[config.mk]
export PLATFORM = sky130hd
export DESIGN_NAME = pipe_stage_skid
export DESIGN_NICKNAME = d
export VERILOG_FILES = /design/src/rtl/pipe_stage_skid.sv
export SDC_FILE = /design/constraint.sdc
export NUM_CORES = 1
export LEC_CHECK = 0
export CORE_ASPECT_RATIO = 1.25
export CORE_UTILIZATION = 31
export DETAILED_ROUTE_END_ITERATION = 12
export SYNTH_ARGS = -nofsm -noshare
export SYNTH_HDL_FRONTEND = slang
export SYNTH_SLANG_ARGS = --single-unit
export TNS_END_PERCENT = 1
[constraint.sdc]
create_clock -name clk -period 2.3 [get_ports clk]
set_clock_uncertainty 0.05 [all_clocks]
set_input_delay 0.69 -clock clk [delete_from_list [all_inputs] [get_ports clk]]
set_output_delay 0.69 -clock clk [all_outputs]
set_load 0.02 [all_outputs]
[src/rtl/pipe_stage_skid.sv]
// Pipeline stage with valid/ready handshake, optional 2-entry skid buffer and flush.
// Control bits are cleared on flush and masked on bubbles; data bits change only on load or reset.
module pipe_stage_skid #(
    parameter int CTRL_W = 12,
    parameter int DATA_W = 160,
    parameter int SKID   = 1
) (
    input  logic              clk,
    input  logic              rst_n,
    input  logic              flush,
    input  logic              in_valid,
    output logic              in_ready,
    input  logic [CTRL_W-1:0] in_ctrl,
    input  logic [DATA_W-1:0] in_data,
    output logic              out_valid,
    input  logic              out_ready,
    output logic [CTRL_W-1:0] out_ctrl,
    output logic [DATA_W-1:0] out_data,
    output logic [1:0]        occupancy
);

    typedef enum logic [1:0] {
        EMPTY = 2'd0,
        ONE   = 2'd1,
        FULL  = 2'd2
    } state_t;

    logic              h_valid;
    logic [CTRL_W-1:0] h_ctrl;
    logic [DATA_W-1:0] h_data;
    logic              accept;
    logic              pop;

    assign accept    = in_valid & in_ready & ~flush;
    assign pop       = h_valid & out_ready & ~flush;
    assign out_valid = h_valid;
    assign out_ctrl  = h_valid ? h_ctrl : '0;
    assign out_data  = h_data;

    generate
        if (SKID != 0) begin : g_skid
            state_t            state;
            logic              skid_full;
            logic [CTRL_W-1:0] s_ctrl;
            logic [DATA_W-1:0] s_data;

            // in_ready comes straight from skid_full so upstream never sees out_ready combinationally.
            always_ff @(posedge clk or negedge rst_n) begin
                if (!rst_n) begin
                    state     <= EMPTY;
                    skid_full <= 1'b0;
                    h_ctrl    <= '0;
                    h_data    <= '0;
                    s_ctrl    <= '0;
                    s_data    <= '0;
                end else if (flush) begin
                    state     <= EMPTY;
                    skid_full <= 1'b0;
                    h_ctrl    <= '0;
                    s_ctrl    <= '0;
                end else begin
                    case (state)
                        EMPTY: begin
                            if (accept) begin
                                h_ctrl <= in_ctrl;
                                h_data <= in_data;
                                state  <= ONE;
                            end
                        end
                        ONE: begin
                            if (accept && pop) begin
                                h_ctrl <= in_ctrl;
                                h_data <= in_data;
                            end else if (accept) begin
                                s_ctrl    <= in_ctrl;
                                s_data    <= in_data;
                                state     <= FULL;
                                skid_full <= 1'b1;
                            end else if (pop) begin
                                state <= EMPTY;
                            end
                        end
                        FULL: begin
                            if (pop) begin
                                h_ctrl    <= s_ctrl;
                                h_data    <= s_data;
                                state     <= ONE;
                                skid_full <= 1'b0;
                            end
                        end
                        default: begin
                            state     <= EMPTY;
                            skid_full <= 1'b0;
                        end
                    endcase
                end
            end

            assign h_valid   = (state != EMPTY);
            assign in_ready  = ~skid_full;
            assign occupancy = state;
        end else begin : g_single
            logic valid_q;

            // Single register: a simultaneous pop frees the slot, so in_ready looks at out_ready.
            always_ff @(posedge clk or negedge rst_n) begin
                if (!rst_n) begin
                    valid_q <= 1'b0;
                    h_ctrl  <= '0;
                    h_data  <= '0;
                end else if (flush) begin
                    valid_q <= 1'b0;
                    h_ctrl  <= '0;
                end else if (accept) begin
                    valid_q <= 1'b1;
                    h_ctrl  <= in_ctrl;
                    h_data  <= in_data;
                end else if (pop) begin
                    valid_q <= 1'b0;
                end
            end

            assign h_valid   = valid_q;
            assign in_ready  = ~valid_q | out_ready;
            assign occupancy = {1'b0, valid_q};
        end
    endgenerate

endmodule
==> flow_summary_export.csv, run 1 <==
group,metric,value,unit
outcome,status,"finished, violations left",
outcome,violations,"negative setup slack",
sta,final.min_clock_period,2.41,ns
critical_path,critPathMaxFanout,6,
sta,finalSetupViolCount,81,
placement,hpwl,27200,um
logic_synthesis,yosysWarningCount,0,
logic_synthesis,synth_area,15600,um2
placement,port_buffers,352,
floorplanning,rows,91,
route,totalWireLength,38900,um
critical_path,cp-end-kind,"output pin",
critical_path,path_class,"reg2out",
critical_path,max_stage_delay,0.36,ns
floorplanning,start_util,31.5,%
logic_synthesis,synth-edff-count,0,
logic_synthesis,async_reset_ff_share,100,%
global_route,grtUsageTotal,15.3,%
floorplanning,io_pins,353,
global_route,antenna_found_initial,4,
logic_synthesis,yosys_most_used_dff,"dfrtp_1",
finish,fill_cells,4537,
clock_network,cts-buffers-inserted,40,
route,via_count,9641,
route,via_per_inst,4.62,
logic_synthesis,netlist_instances,1008,
finish,fin_area,21800,um2
route,drtIter0Drc,237,
logic_synthesis,synth_top_area_share,55.6,%
logic_synthesis,avgSynthCellArea,15.5,um2
pwr,power_density,1330,nW/um2
logic_synthesis,synth-seq-area-share,55.6,%
finish,multi_input_area,6640,um2
clock_network,cts_htree_levels,2,
global_route,grt_start_max_net_pins,80,
global_route,first_global_vias,10701,
placement,pre_cts_ws,-0.620,ns
logic_synthesis,synth_cell_types,29,
critical_path,cp_slowest_cell,"dfrtp_2",
finish,ff_latch_area,8690,um2
clock_network,cts_tree,"done",
pwr,ir_worst_vdd,0.561,mV
floorplanning,die_h,253,um
sta,maxSlewViolCount,0,
min_path,min_path_type,"reg2reg",
logic_synthesis,synth_area_leaders,"dfrtp_1 56%, mux2_2 28%, mux2_4 9.6%, buf_6 0.79%, mux2i_1 0.77%",
logic_synthesis,syn_nets,1189,
logic_synthesis,ys_ff_latch,347,
sta,rsz0062_at_grt,"true",
route,drc,0,
clock_network,clock_latency,0.55,ns
floorplanning,core,49500,um2
global_route,gr-total-overflow,0,
critical_path,crit_path_cell_trace,"inv_2, ha_4, buf_12, nor2b_1, buf_4",
placement,place_congestion,0.765,
sta,fmax,415,MHz
finish,drive_gt1_share,45.4,%
critical_path,critPathLaunchType,"register",
route,drtAntennaViolNets,0,
critical_path,arrival,1.67,ns
floorplanning,die_w,203,um
placement,post_dp_cell_area,20400,um2
route,wl_per_cell,18.7,um
finish,syn2layout_area_growth,39.6,%
sta,fin_tns_setup,-2.25,ns
global_route,grt_pass1_wl,61300,um
critical_path,cp.required,1.56,ns
sta,slew_headroom,62.1,%
sta,worst_pin_slew,0.568,ns
sta,post-route-period-util,105,%
clock_network,cts.clk_slew.worst_paths,0.06,ns
run,drv_cap,0,
clock_network,clockBufferDepth,3,
pwr,leakage,9.82,nW
clock_network,cts-root-buf,"clkbuf_16",
route,firstDrtPassIters,4,
sta,finalHoldViolations,0,
sta,layout_setup_ws,-0.111,ns
finish,final_nets,1590,
logic_synthesis,synth_area_leader_cell,"dfrtp_1",
floorplanning,dieArea,51200,um2
clock_network,clock_sinks,347,
-- critical path: cells and delay by family, from the launching register on --
| kind | cells | cell delay, ns |
|---|---|---|
| flip-flops | 1 | 0.36 |
| adder cells (fa/ha/maj) | 1 | 0.20 |
| buffers and inverters | 3 | 0.38 |
| AND/OR/NAND/NOR | 1 | 0.18 |
-- metrics by stage --
step / cells / util [%] / hold WS [ns] / power, W
after floorplan: 1008 / - / 0.344 / 0.0180
after global placement: 2012 / 41.2 / 0.413 / 0.0231
after detailed placement: 2012 / 41.2 / 0.421 / 0.0234
after CTS: 2080 / 43.6 / 0.433 / 0.0294
after global routing: 2087 / 44.0 / 0.462 / 0.0307
final: 2087 / 44.0 / 0.427 / 0.0290
-- cell type report --
class                           count  share of cell area (%)
Sequential cell                   347                    39.9
Clock inverter                      8                   0.465
Timing Repair Buffer              422                    19.9
Clock buffer                       59                    5.39
Multi-Input combinational cell    593                    30.5
Tap cell                          651                    3.74
Inverter                            5                  0.0862
Antenna cell                        2                  0.0230
-- cells in the mapped netlist (2+ instances only) --
master / count
or3b_1: 2
mux2_4: 100
buf_6: 11
mux2i_1: 12
clkbuf_1: 23
o21ai_0: 12
nand2_1: 13
nor2_1: 16
nor2b_1: 12
inv_1: 5
buf_2: 20
buf_1: 9
ha_1: 4
mux2_2: 393
dfrtp_1: 347
a211oi_1: 2
nand2b_1: 15
-- report_power, final --
group	internal, W	switching [W]	total (W)
sequential	0.00914	0.00148	0.0106
combinational	0.00685	0.00531	0.0122
clock	0.00375	0.00251	0.00625
-- repair_timing --
action	in CTS	in global routing
hold buffers	1	0
pin swaps	1	2
endpoints found under the hold margin	22	0
gates resized for setup	138	50
gates cloned	0	1
endpoints found under the setup margin	243	239
buffers inserted	0	4
-- metal layers --
layer | vias to the layer above | wire [um] | GRT usage (%)
li1 | 4387 | - | -
met1 | 4940 | 15500 | 17.7
met2 | 250 | 19200 | 25.7
met3 | 60 | 2980 | 5.57
met4 | 4 | 1140 | 5.46
met5 | - | 25 | 0
-- worst paths after layout --
kind                            slack [ns]  cells past startpoint          endpoint              from
worst max-delay path                 -0.11                      5       out_ctrl[5]      occupancy[0]
worst min-delay path                  0.43                      2  g_skid.s_ctrl[5]  g_skid.s_ctrl[5]
worst max register to register       -0.04                      8      out_data[79]      occupancy[0]
worst min register to register        0.43                      2  g_skid.s_ctrl[5]  g_skid.s_ctrl[5]
max in group asynchronous             0.84                      3     out_data[121]             rst_n
min in group asynchronous             0.56                      2      out_data[32]             rst_n
-- flip-flops by register name (all words and copies together), names as in the netlist --
register / flops
g_skid.skid_full: 1
h_ctrl: 12
g_skid.s_ctrl: 12
g_skid.s_data: 160
out_data: 160
occupancy: 2
-- layout by cell type (no fill, tap or decap), drive strengths merged, types with 2 or more instances in the layout --
cell           Yosys  routed
clkinv             0       4
ha                 4       4
o21ai             13      13
inv                5       7
nor2b             12      12
bufinv             0       2
nor2              16      16
nand2b            15      15
clkdlybuf4s50      0     221
diode              0       2
nand2             13      13
dfrtp            347     347
dlymetal6s2s       0      31
clkbuf            23      61
mux2             493     493
mux2i             12      12
or3b               2       2
dlygate4sd2        0      84
buf               40      82
a211oi             2       2
-- kinds of logic after synthesis --
logic type      count (synthesis)  share of synthesized area, %
fa+ha+maj                       4                         0.321
mux                           505                          38.8
buf+inv                        68                          2.33
flops                         347                          55.6
compound gates                 21                         0.826
xor+xnor                        1                        0.0561
simple gates                   62                          2.07
(Power assumes the default switching activity.)
==> run 2: changes to the inputs <==
--- a/config.mk
+++ b/config.mk
@@ -5,6 +5,7 @@
 export SDC_FILE = /design/constraint.sdc
 export NUM_CORES = 1
 export LEC_CHECK = 0
+export CAP_MARGIN = 20
 export CORE_ASPECT_RATIO = 1.25
 export CORE_UTILIZATION = 31
 export DETAILED_ROUTE_END_ITERATION = 12
==> results of run 2 <==
No change in the layout: final DEF, timing and power equal those of run 1.
==> run 3: changes to the inputs <==
==> constraint.sdc (replaced) <==
create_clock -name clk -period 2.5 [get_ports clk]
set_clock_uncertainty 0.05 [all_clocks]
set_input_delay 0.75 -clock clk [delete_from_list [all_inputs] [get_ports clk]]
set_output_delay 0.75 -clock clk [all_outputs]
set_load 0.02 [all_outputs]
==> run 3 against run 2 <==
Compared with the run above:
- sequential cell count stayed put
- sequential power fell by 7%
- highest routed layer is now met4
- the run now ends clean
- clock power fell by 6.2%
==> flow_summary_export.csv, run 3 (synthesis gave the netlist of run 1 again) <==
group,metric,value,unit
pwr,power,0.0272,W
global_route,grtUsageTotal,15.0,%
critical_path,critPathMaxFanout,71,
clock_network,clock_latency,0.54,ns
critical_path,r2r_cells,8,
critical_path,worstSetupPathDepth,8,
global_route,gr-total-overflow,0,
sta,post-route-period-util,97.2,%
sta,rsz0062_at_grt,"true",
sta,timing.hold.ws,0.0601,ns
critical_path,max_stage_delay,0.39,ns
clock_network,cts-buffers-inserted,41,
sta,finalSetupViolCount,0,
clock_network,cts_setup_buffers,0,
route,drc,0,
critical_path,worstReg2RegEnd,"out_data[64]",
clock_network,cts.clk_slew.worst_paths,0.06,ns
critical_path,crit_path_cell_trace,"inv_2, ha_4, clkbuf_16, or3b_1, o21ai_1, nand3_4, buf_12, mux2_4",
floorplanning,die_w,203,um
critical_path,cp-end-kind,"register",
sta,fmax,412,MHz
placement,place_congestion,0.739,
floorplanning,core,49500,um2
sta,layout_setup_ws,0.0711,ns
critical_path,path_delay_family,"simple AND/OR/NAND/NOR gates",
critical_path,r2r-start,"occupancy[1]",
finish,drive_gt1_share,44.7,%
critical_path,cp.required,2.87,ns
critical_path,critPathBufInv,3,
run,drv_cap,0,
clock_network,cts_htree_levels,2,
critical_path,cp_slowest_cell,"mux2_4",
critical_path,crit_path_start,"occupancy[1]",
critical_path,arrival,2.80,ns
sta,slew_headroom,63.3,%
global_route,grt_start_max_net_pins,72,
pwr,ir_worst_vdd,0.641,mV
route,wl_per_cell,18.5,um
finish,syn2layout_area_growth,38.4,%
critical_path,endpoint,"out_data[64]",
global_route,grt_pass1_wl,59700,um
finish,final_common_cell,"mux2_2",
critical_path,path_class,"reg2reg",
placement,pre_cts_ws,-0.367,ns
placement,hpwl,25900,um
pwr,leakage,9.30,nW
critical_path,r2r_slack,0.07,ns
global_route,first_global_vias,10385,
placement,dp.cells,2002,
clock_network,cts-root-buf,"clkbuf_16",
finish,final_nets,1576,
clock_network,clockBufferDepth,3,
route,via_count,9529,
floorplanning,dieArea,51200,um2
route,drtIter0Drc,284,
floorplanning,die_h,253,um
clock_network,clock_sinks,347,
route,firstDrtPassIters,4,
critical_path,critPathLaunchType,"register",
pwr,power_density,1260,nW/um2
finish,final_util,43.6,%
global_route,antenna_found_initial,4,
sta,maxSlewViolCount,0,
floorplanning,start_util,31.5,%
placement,port_buffers,352,
route,via_per_inst,4.59,
outcome,status,"finished clean",
sta,final.min_clock_period,2.43,ns
finish,mostFrequentLayoutCells,"393 x mux2_2, 347 x dfrtp_1, 335 x clkdlybuf4s50_1",
clock_network,cts_tree,"done",
route,drtAntennaViolNets,0,
floorplanning,io_pins,353,
finish,final_cells,2078,
floorplanning,rows,91,
sta,finalHoldViolations,0,
route,totalWireLength,38400,um
min_path,min_path_type,"in2async",
sta,worst_pin_slew,0.551,ns
==> run 3: power breakdown <==
group | switching (W) | internal (W) | leakage, nW | total, W
registers | 0.00142 | 0.00841 | 4.16 | 0.00983
clock network | 0.00234 | 0.00351 | 0.637 | 0.00586
logic | 0.00480 | 0.00668 | 4.50 | 0.0115
total | 0.00856 | 0.0186 | 9.30 | 0.0272
==> run 3: cell type report <==
class                           instances  area (um2)
Sequential cell                       347        8680
Inverter                                5        18.8
Multi-Input combinational cell        593        6610
Clock buffer                           52        1100
Clock inverter                         18         205
Fill cell                            4510       27900
Antenna cell                            5        12.5
Tap cell                              651         815
Timing Repair Buffer                  407        4150
==> run 3: per-stage QoR <==
| stage | cell area, um2 | setup TNS (ns) |
|---|---|---|
| 2_1_floorplan | 15600 | 0 |
| 3_3_place_gp | 20300 | -85.83 |
| 3_5_place_dp | 20300 | -91.85 |
| 4_1_cts | 21500 | -0.172 |
| 5_1_grt | 21600 | -0.00573 |
| 6_report | 21600 | 0 |
==> run 3: repair_timing <==
item	4_1_cts	5_1_grt
endpoints found under the hold margin	0	0
resized for setup	62	10
pin swaps	0	0
hold buffers	0	0
cloned	0	1
endpoints found under the setup margin	16	39
==> run 3: how the worst min path moves through the flow <==
stage,from,end,slack (ns),cells after the start
finish,rst_n,g_skid.s_data[33],0.06,1
global route,rst_n,g_skid.s_data[31],0.05,1
CTS,rst_n,g_skid.s_data[31],0.04,1
detailed placement,g_skid.s_ctrl[9],g_skid.s_ctrl[9],0.42,2
global placement,g_skid.s_ctrl[3],g_skid.s_ctrl[3],0.41,2
floorplan,rst_n,g_skid.s_ctrl[0],0.40,0
==> run 3: worst reg2reg max path, stage by stage, from the launching register on <==
cell,delay (ns)
dfrtp_1,0.36
inv_2,0.06
ha_4,0.17
clkbuf_16,0.17
or3b_1,0.39
o21ai_1,0.25
nand3_4,0.13
buf_12,0.21
mux2_4,0.52
==> run 3: layer usage <==
metal	wire length (um)	part of all wire, %	up-vias	global-route usage [%]
li1	-	-	4359	-
met1	15700	41	4872	17.9
met2	18900	49	246	24.7
met3	2890	7.5	52	5.37
met4	934	2.4	0	5.20
met5	0	0	-	0
